$ cat config.mk
export PLATFORM = sky130hd
export DESIGN_NAME = mac_loop_sequencer
export DESIGN_NICKNAME = d
export VERILOG_FILES = /design/src/rtl/mac_loop_sequencer.sv
export SDC_FILE = /design/constraint.sdc
export NUM_CORES = 1
export LEC_CHECK = 0
export ABC_AREA = 1
export BUFFER_PORTS_ARGS = -buffer_cell sky130_fd_sc_hd__buf_2
export CORE_AREA = 2 2 214 216
export DETAILED_ROUTE_END_ITERATION = 10
export DIE_AREA = 0 0 216 218
export PLACE_DENSITY = 0.74
export SKIP_CTS_REPAIR_TIMING = 1
export SKIP_LAST_GASP = 1
export SYNTH_ARGS = -nofsm -noshare
export SYNTH_HDL_FRONTEND = slang
export SYNTH_SLANG_ARGS = --single-unit
$ cat constraint.sdc
create_clock -name clk_i -period 8.2 [get_ports clk_i]
set_input_delay 0.41 -clock clk_i [delete_from_list [all_inputs] [get_ports clk_i]]
set_output_delay 0.41 -clock clk_i [all_outputs]
set_load 0.02 [all_outputs]
$ cat src/rtl/mac_loop_sequencer.sv
// Job sequencer for the MAC HWPE: nested hardware loop counters generate one address command per innermost iteration.
// Optional performance counters are built only when MAC_SEQ_PERF_CNT_EN is defined.
module mac_loop_sequencer #(
  parameter int N_STREAMS = 3,
  parameter int NB_LOOPS  = 2,
  parameter int ADDR_W    = 32,
  parameter int CNT_W     = 16,
  parameter int MAX_OUT   = 4
) (
  input  logic                                 clk_i,
  input  logic                                 rst_ni,
  input  logic                                 clear_i,
  input  logic                                 start_i,
  input  logic [N_STREAMS*ADDR_W-1:0]          base_i,
  input  logic [NB_LOOPS*N_STREAMS*ADDR_W-1:0] jump_i,
  input  logic [NB_LOOPS*CNT_W-1:0]            range_i,
  input  logic [CNT_W-1:0]                     len_i,
  output logic                                 cmd_valid_o,
  input  logic                                 cmd_ready_i,
  output logic [N_STREAMS*ADDR_W-1:0]          cmd_addr_o,
  output logic [CNT_W-1:0]                     cmd_len_o,
  output logic                                 cmd_last_o,
  input  logic                                 eng_done_i,
  output logic                                 busy_o,
  output logic                                 done_o,
  output logic                                 err_o,
  output logic [NB_LOOPS*CNT_W-1:0]            idx_o,
  output logic [31:0]                          perf_cycles_o,
  output logic [31:0]                          perf_stalls_o
);

  localparam int OUT_W = $clog2(MAX_OUT + 1);
  localparam int LVL_W = (NB_LOOPS > 1) ? $clog2(NB_LOOPS) : 1;
  localparam logic [OUT_W-1:0] MAX_OUT_C = OUT_W'(MAX_OUT);
  localparam logic [OUT_W-1:0] ONE_OUT   = OUT_W'(32'd1);
  localparam logic [CNT_W-1:0] ONE_CNT   = CNT_W'(32'd1);

  typedef enum logic [1:0] {
    IDLE  = 2'd0,
    ISSUE = 2'd1,
    DRAIN = 2'd2,
    DONE  = 2'd3
  } state_t;

  state_t                               state_r, state_s;
  logic [NB_LOOPS*N_STREAMS*ADDR_W-1:0] jump_r;
  logic [NB_LOOPS*CNT_W-1:0]            range_r;
  logic [NB_LOOPS*CNT_W-1:0]            idx_r, idx_s;
  logic [N_STREAMS*ADDR_W-1:0]          addr_r, addr_s;
  logic [CNT_W-1:0]                     len_r;
  logic [OUT_W-1:0]                     out_r, out_s;
  logic                                 err_r, err_s;
  logic                                 valid_s, hs_s, adv_found_s, start_s;
  logic [LVL_W-1:0]                     adv_lvl_s;

  assign start_s = (state_r == IDLE) && start_i;
  assign valid_s = (state_r == ISSUE) && (out_r < MAX_OUT_C);
  assign hs_s    = valid_s && cmd_ready_i;

  // Lowest level still below its range is the one that advances; none means last command
  always_comb begin
    adv_found_s = 1'b0;
    adv_lvl_s   = '0;
    for (int l = 0; l < NB_LOOPS; l++) begin
      if (!adv_found_s && (idx_r[l*CNT_W +: CNT_W] < range_r[l*CNT_W +: CNT_W])) begin
        adv_found_s = 1'b1;
        adv_lvl_s   = LVL_W'(l);
      end else begin
        adv_found_s = adv_found_s;
      end
    end
  end

  // Next loop indices and stream addresses on an accepted command
  always_comb begin
    idx_s  = idx_r;
    addr_s = addr_r;
    if (hs_s && adv_found_s) begin
      for (int l = 0; l < NB_LOOPS; l++) begin
        if (LVL_W'(l) < adv_lvl_s) begin
          idx_s[l*CNT_W +: CNT_W] = '0;
        end else if (LVL_W'(l) == adv_lvl_s) begin
          idx_s[l*CNT_W +: CNT_W] = idx_r[l*CNT_W +: CNT_W] + ONE_CNT;
        end else begin
          idx_s[l*CNT_W +: CNT_W] = idx_r[l*CNT_W +: CNT_W];
        end
      end
      for (int s = 0; s < N_STREAMS; s++) begin
        addr_s[s*ADDR_W +: ADDR_W] = addr_r[s*ADDR_W +: ADDR_W]
          + jump_r[(int'(adv_lvl_s) * N_STREAMS + s) * ADDR_W +: ADDR_W];
      end
    end else begin
      idx_s  = idx_r;
      addr_s = addr_r;
    end
  end

  // Outstanding command tracking; a completion with nothing in flight is flagged, not counted
  always_comb begin
    out_s = out_r;
    err_s = err_r;
    case ({hs_s, eng_done_i})
      2'b10:   out_s = out_r + ONE_OUT;
      2'b01: begin
        if (out_r == '0) begin
          out_s = out_r;
          err_s = 1'b1;
        end else begin
          out_s = out_r - ONE_OUT;
        end
      end
      default: out_s = out_r;
    endcase
  end

  // Job FSM next state
  always_comb begin
    state_s = state_r;
    case (state_r)
      IDLE: begin
        if (start_i) state_s = ISSUE;
        else         state_s = IDLE;
      end
      ISSUE: begin
        if (hs_s && !adv_found_s) state_s = DRAIN;
        else                      state_s = ISSUE;
      end
      DRAIN: begin
        if (out_r == '0) state_s = DONE;
        else             state_s = DRAIN;
      end
      DONE:    state_s = IDLE;
      default: state_s = IDLE;
    endcase
  end

  // State, job configuration and loop registers; clear_i behaves exactly like reset
  always_ff @(posedge clk_i) begin
    if (!rst_ni || clear_i) begin
      state_r <= IDLE;
      jump_r  <= '0;
      range_r <= '0;
      len_r   <= '0;
      addr_r  <= '0;
      idx_r   <= '0;
      out_r   <= '0;
      err_r   <= 1'b0;
    end else begin
      state_r <= state_s;
      if (start_s) begin
        jump_r  <= jump_i;
        range_r <= range_i;
        len_r   <= len_i;
        addr_r  <= base_i;
        idx_r   <= '0;
        out_r   <= '0;
        err_r   <= 1'b0;
      end else begin
        idx_r   <= idx_s;
        addr_r  <= addr_s;
        out_r   <= out_s;
        err_r   <= err_s;
      end
    end
  end

  assign cmd_valid_o = valid_s;
  assign cmd_addr_o  = addr_r;
  assign cmd_len_o   = len_r;
  assign cmd_last_o  = (state_r == ISSUE) && !adv_found_s;
  assign busy_o      = (state_r != IDLE);
  assign done_o      = (state_r == DONE);
  assign err_o       = err_r;
  assign idx_o       = idx_r;

`ifdef MAC_SEQ_PERF_CNT_EN
  logic [31:0] cyc_r, stall_r;

  // Saturating busy-cycle and stall counters, restarted per job
  always_ff @(posedge clk_i) begin
    if (!rst_ni || clear_i || start_s) begin
      cyc_r   <= 32'd0;
      stall_r <= 32'd0;
    end else begin
      if ((state_r != IDLE) && (cyc_r != 32'hFFFF_FFFF)) cyc_r <= cyc_r + 32'd1;
      else                                                 cyc_r <= cyc_r;
      if (valid_s && !cmd_ready_i && (stall_r != 32'hFFFF_FFFF)) stall_r <= stall_r + 32'd1;
      else                                                        stall_r <= stall_r;
    end
  end

  assign perf_cycles_o = cyc_r;
  assign perf_stalls_o = stall_r;
`else
  assign perf_cycles_o = 32'd0;
  assign perf_stalls_o = 32'd0;
`endif

endmodule

==> impl_metrics.env <==
export IMPL_die_w_um=216
export IMPL_clockPowerShare=0.396
export IMPL_synth_top_cell_by_area="dfxtp_1"
export IMPL_switching_power_mw=1.424
export IMPL_p_int_mw=3.242
export IMPL_reg2reg_depth=22
export IMPL_root_buffer="clkbuf_16"
export IMPL_initial_utilization=0.4866
export IMPL_critPathKind="flop to flop"
export IMPL_cp_max_fo=52
export IMPL_grt_pass1_vias=20677
export IMPL_swShare=0.3053
export IMPL_hp_start="jump_i[112]"
export IMPL_ant_nets=0
export IMPL_syn_avg_cell_area_um2=6.714
export IMPL_min_period_ns=5.681
export IMPL_yosys_warnings=0
export IMPL_drc_errors=0
export IMPL_path_cells="ha_1 > a21oi_1 > o21ai_0 > a21oi_1 > nand2_4 > nand2_4 > clkinv_2 > buf_4 > nand2_1 > nand2_1 > ha_1 > a21oi_1 > o21ai_2 > a21boi_0 > o21ai_1 > nand2_1 > nand2_1 > a21oi_1 > xor2_1 > nor2_1 > nor2_1 > nor2_1"
export IMPL_row_count=78
export IMPL_min_to="jump_r[112]$_SDFFE_PP0P_"
export IMPL_setup_viol=0
export IMPL_finalCoreUtilization=0.5699
export IMPL_dr_pass1_iters=5
export IMPL_vias=22549
export IMPL_hold_depth=3
export IMPL_synth_area_leaders="dfxtp_1, nand2_1, nor2_1"
export IMPL_worstMarginPinSlew_ns=1.134
export IMPL_worst_ep_required_time_ns=8.65
export IMPL_synthArstFlopShare=0
export IMPL_wl_per_cell_um=16.47
export IMPL_wl_um=70560
export IMPL_startpoint_type="flop"
export IMPL_synth_top_area_frac=0.3427
export IMPL_viasPerCell=5.265
export IMPL_clock_skew_ns=0.01730
export IMPL_yosysSeqAreaShare=0.3427
export IMPL_crit_start="idx_o[9]$_SDFFE_PP0P_"
export IMPL_maxSlewViolCount=0
export IMPL_syn2layout_area_growth_pct=17.11
export IMPL_hold_viol_final=0
export IMPL_fp_dieH_um=218
export IMPL_grt_pass1_wl_um=108800
export IMPL_clk_pin_slew_worst_paths_ns=0.06
export IMPL_final_cell_mix="nand2_1, nor2_1, buf_2, o21ai_0, dfxtp_1"
export IMPL_drive_gt1_frac=0.1701
export IMPL_r2r_end="cmd_addr_o[50]$_SDFFE_PP0P_"
export IMPL_maxCapViolations=0
export IMPL_worst_path_buf_inv=2
export IMPL_pwr_share_seq=0.418
export IMPL_rsz0062_at_grt="false"
export IMPL_netlist_area_um2=21850
export IMPL_r2r_start="idx_o[9]$_SDFFE_PP0P_"
export IMPL_clock_latency_ns=0.57
export IMPL_cts_tree="yes"
export IMPL_place_port_buffers=490
export IMPL_ir_drop_mv=0.1427
export IMPL_mostFrequentLayoutCell="nand2_1"
export IMPL_dp_hpwl_um=51920
export IMPL_status="completed"
export IMPL_routabilityCongestion=0.9606
export IMPL_post_place_ws_ns=2.604
export IMPL_combPwrFrac=0.186
export IMPL_yosysUniqueCellTypes=56
export IMPL_core_um2=44890
export IMPL_fin_ws_ns=2.519
export IMPL_grt_usage=0.2878
export IMPL_critical_path_endpoint_type="flop"
export IMPL_numClockSinks=374
export IMPL_overflow=0
export IMPL_cp_slowest_stage_delay_ns=0.83
export IMPL_max_slew_margin_rel=0.2443
export IMPL_timing_reg2reg_setup_slack_ns=2.52
export IMPL_arrival_ns=6.13
export IMPL_p_per_area_nw_per_um2=182.4
export IMPL_cp_slowest_cell="clkinv_2"
export IMPL_worst_path_dominant_cell_family="compound AO/OA/AOI/OAI gates"
export IMPL_p_leak_nw=11.87
export IMPL_syn_inst=3254
export IMPL_cts_inserted_buffers=43
export IMPL_fin_crit_sh=0.6928
export IMPL_tns_ns=0
export IMPL_clockBufferDepth=3
export IMPL_synth_edff_count=0
export IMPL_drt_iter0_markers=1746
export IMPL_nets=4116
export IMPL_synthFlopType="dfxtp_1"
export IMPL_hold_class="input pin to flop"
export IMPL_ys_ff_latch=374
export IMPL_dieArea_um2=47090
export IMPL_h_tree_depth=2
export IMPL_max_freq_ghz=0.1760
export IMPL_antenna_found_initial=14
export IMPL_io_pins=555
export IMPL_grt_max_degree=210
[registers in the layout (all words and copies together) (netlist names), named ones only]
register,count
range_r,32
cmd_addr_o,96
state_r,1
cmd_len_o,16
idx_o,32
jump_r,192
err_o,1
out_r,3
[worst register-to-register path, cell delays in order (launching register included)]
cell      delay (ns)
dfxtp_1         0.45
ha_1            0.29
a21oi_1         0.15
o21ai_0         0.10
a21oi_1         0.24
nand2_4         0.15
nand2_4         0.42
clkinv_2        0.84
buf_4           0.60
nand2_1         0.15
nand2_1         0.06
ha_1            0.33
a21oi_1         0.17
o21ai_2         0.12
a21boi_0        0.56
o21ai_1         0.19
nand2_1         0.10
nand2_1         0.11
a21oi_1         0.18
xor2_1          0.15
nor2_1          0.06
nor2_1          0.11
nor2_1          0.04
[worst max path at each step]
stage                                        endpoint  slack [ns]  cells past startpoint
after floorplan           cmd_addr_o[30]$_SDFFE_PP0P_        4.25                     25
after global placement    cmd_addr_o[50]$_SDFFE_PP0P_        2.71                     22
after detailed placement  cmd_addr_o[50]$_SDFFE_PP0P_        2.60                     22
after CTS                 cmd_addr_o[50]$_SDFFE_PP0P_        2.56                     22
after global routing      cmd_addr_o[58]$_SDFFE_PP0P_        1.99                     21
final                     cmd_addr_o[50]$_SDFFE_PP0P_        2.52                     22
[power groups by stage]
stage / combinational (mW) / sequential, mW / clock [mW]
after floorplan: 0.591 / 2.01 / 0
after global placement: 0.854 / 1.99 / 0
after detailed placement: 0.861 / 1.99 / 0
after CTS: 0.866 / 1.95 / 1.87
after global routing: 0.968 / 1.96 / 1.95
final: 0.868 / 1.95 / 1.85
[metal layers]
| metal | global-route usage | routed length, µm | vias up |
|---|---|---|---|
| li1 | - | - | 11377 |
| met1 | 0.3694 | 30420 | 10250 |
| met2 | 0.4712 | 32470 | 778 |
| met3 | 0.06095 | 5184 | 134 |
| met4 | 0.1174 | 2424 | 10 |
| met5 | 0 | 61 | - |
[logic make-up after synthesis]
family | count (synthesis) | share of synthesized area
and+or+nand+nor | 1457 | 0.2684
AOI/OAI and AO/OA | 813 | 0.1995
buffers and inverters | 414 | 0.08751
DFF | 374 | 0.3427
adders and majority gates | 129 | 0.07526
xor gates and xnor gates | 66 | 0.02646
other | 1 | 0.0001717
[synth_stat cells, types with 2 or more instances]
master	n
a211oi_1	3
buf_1	10
buf_4	67
buf_6	4
nor3_1	39
dfxtp_1	374
o21bai_1	7
o211ai_2	11
fa_1	4
nand3_2	2
nand2_1	674
o21ai_2	2
buf_8	3
or2_2	18
a21boi_0	6
nor2_2	2
a31oi_1	18
inv_2	4
clkbuf_1	103
nor2_1	597
a21o_1	9
nand2_4	5
nand4_1	12
and2_1	2
buf_2	31
xnor2_1	28
and3_1	3
inv_1	189
o21a_1	8
o211ai_1	22
o21ai_0	383
a21oi_2	3
xor2_1	38
a21oi_1	310
nand3_1	82
nor4_1	12
a221oi_1	2
ha_1	125
o21ai_1	25
[stage by stage]
stage,instances,hold slack (ns),instance area (µm²),power (mW)
finish,4283,0.08510,25580,4.666
floorplan,3317,0.4245,22080,2.599
global placement,4200,0.4351,24230,2.843
detailed placement,4200,0.4424,24230,2.851
global route,4280,0.07553,25580,4.874
CTS,4274,0.05436,25560,4.691
[area by class of cell]
| type | instances | area (µm²) |
|---|---|---|
| sequential | 374 | 7487 |
| fill | 4466 | 19310 |
| antenna | 9 | 22.52 |
| timing repair buffer | 502 | 2555 |
| multi-input combinational | 2529 | 12700 |
| clock inverter | 14 | 117.6 |
| clock buffer | 60 | 1210 |
| inverter | 195 | 743.2 |
| tap | 600 | 750.7 |
No activity file was read; power rests on OpenSTA's default activity.
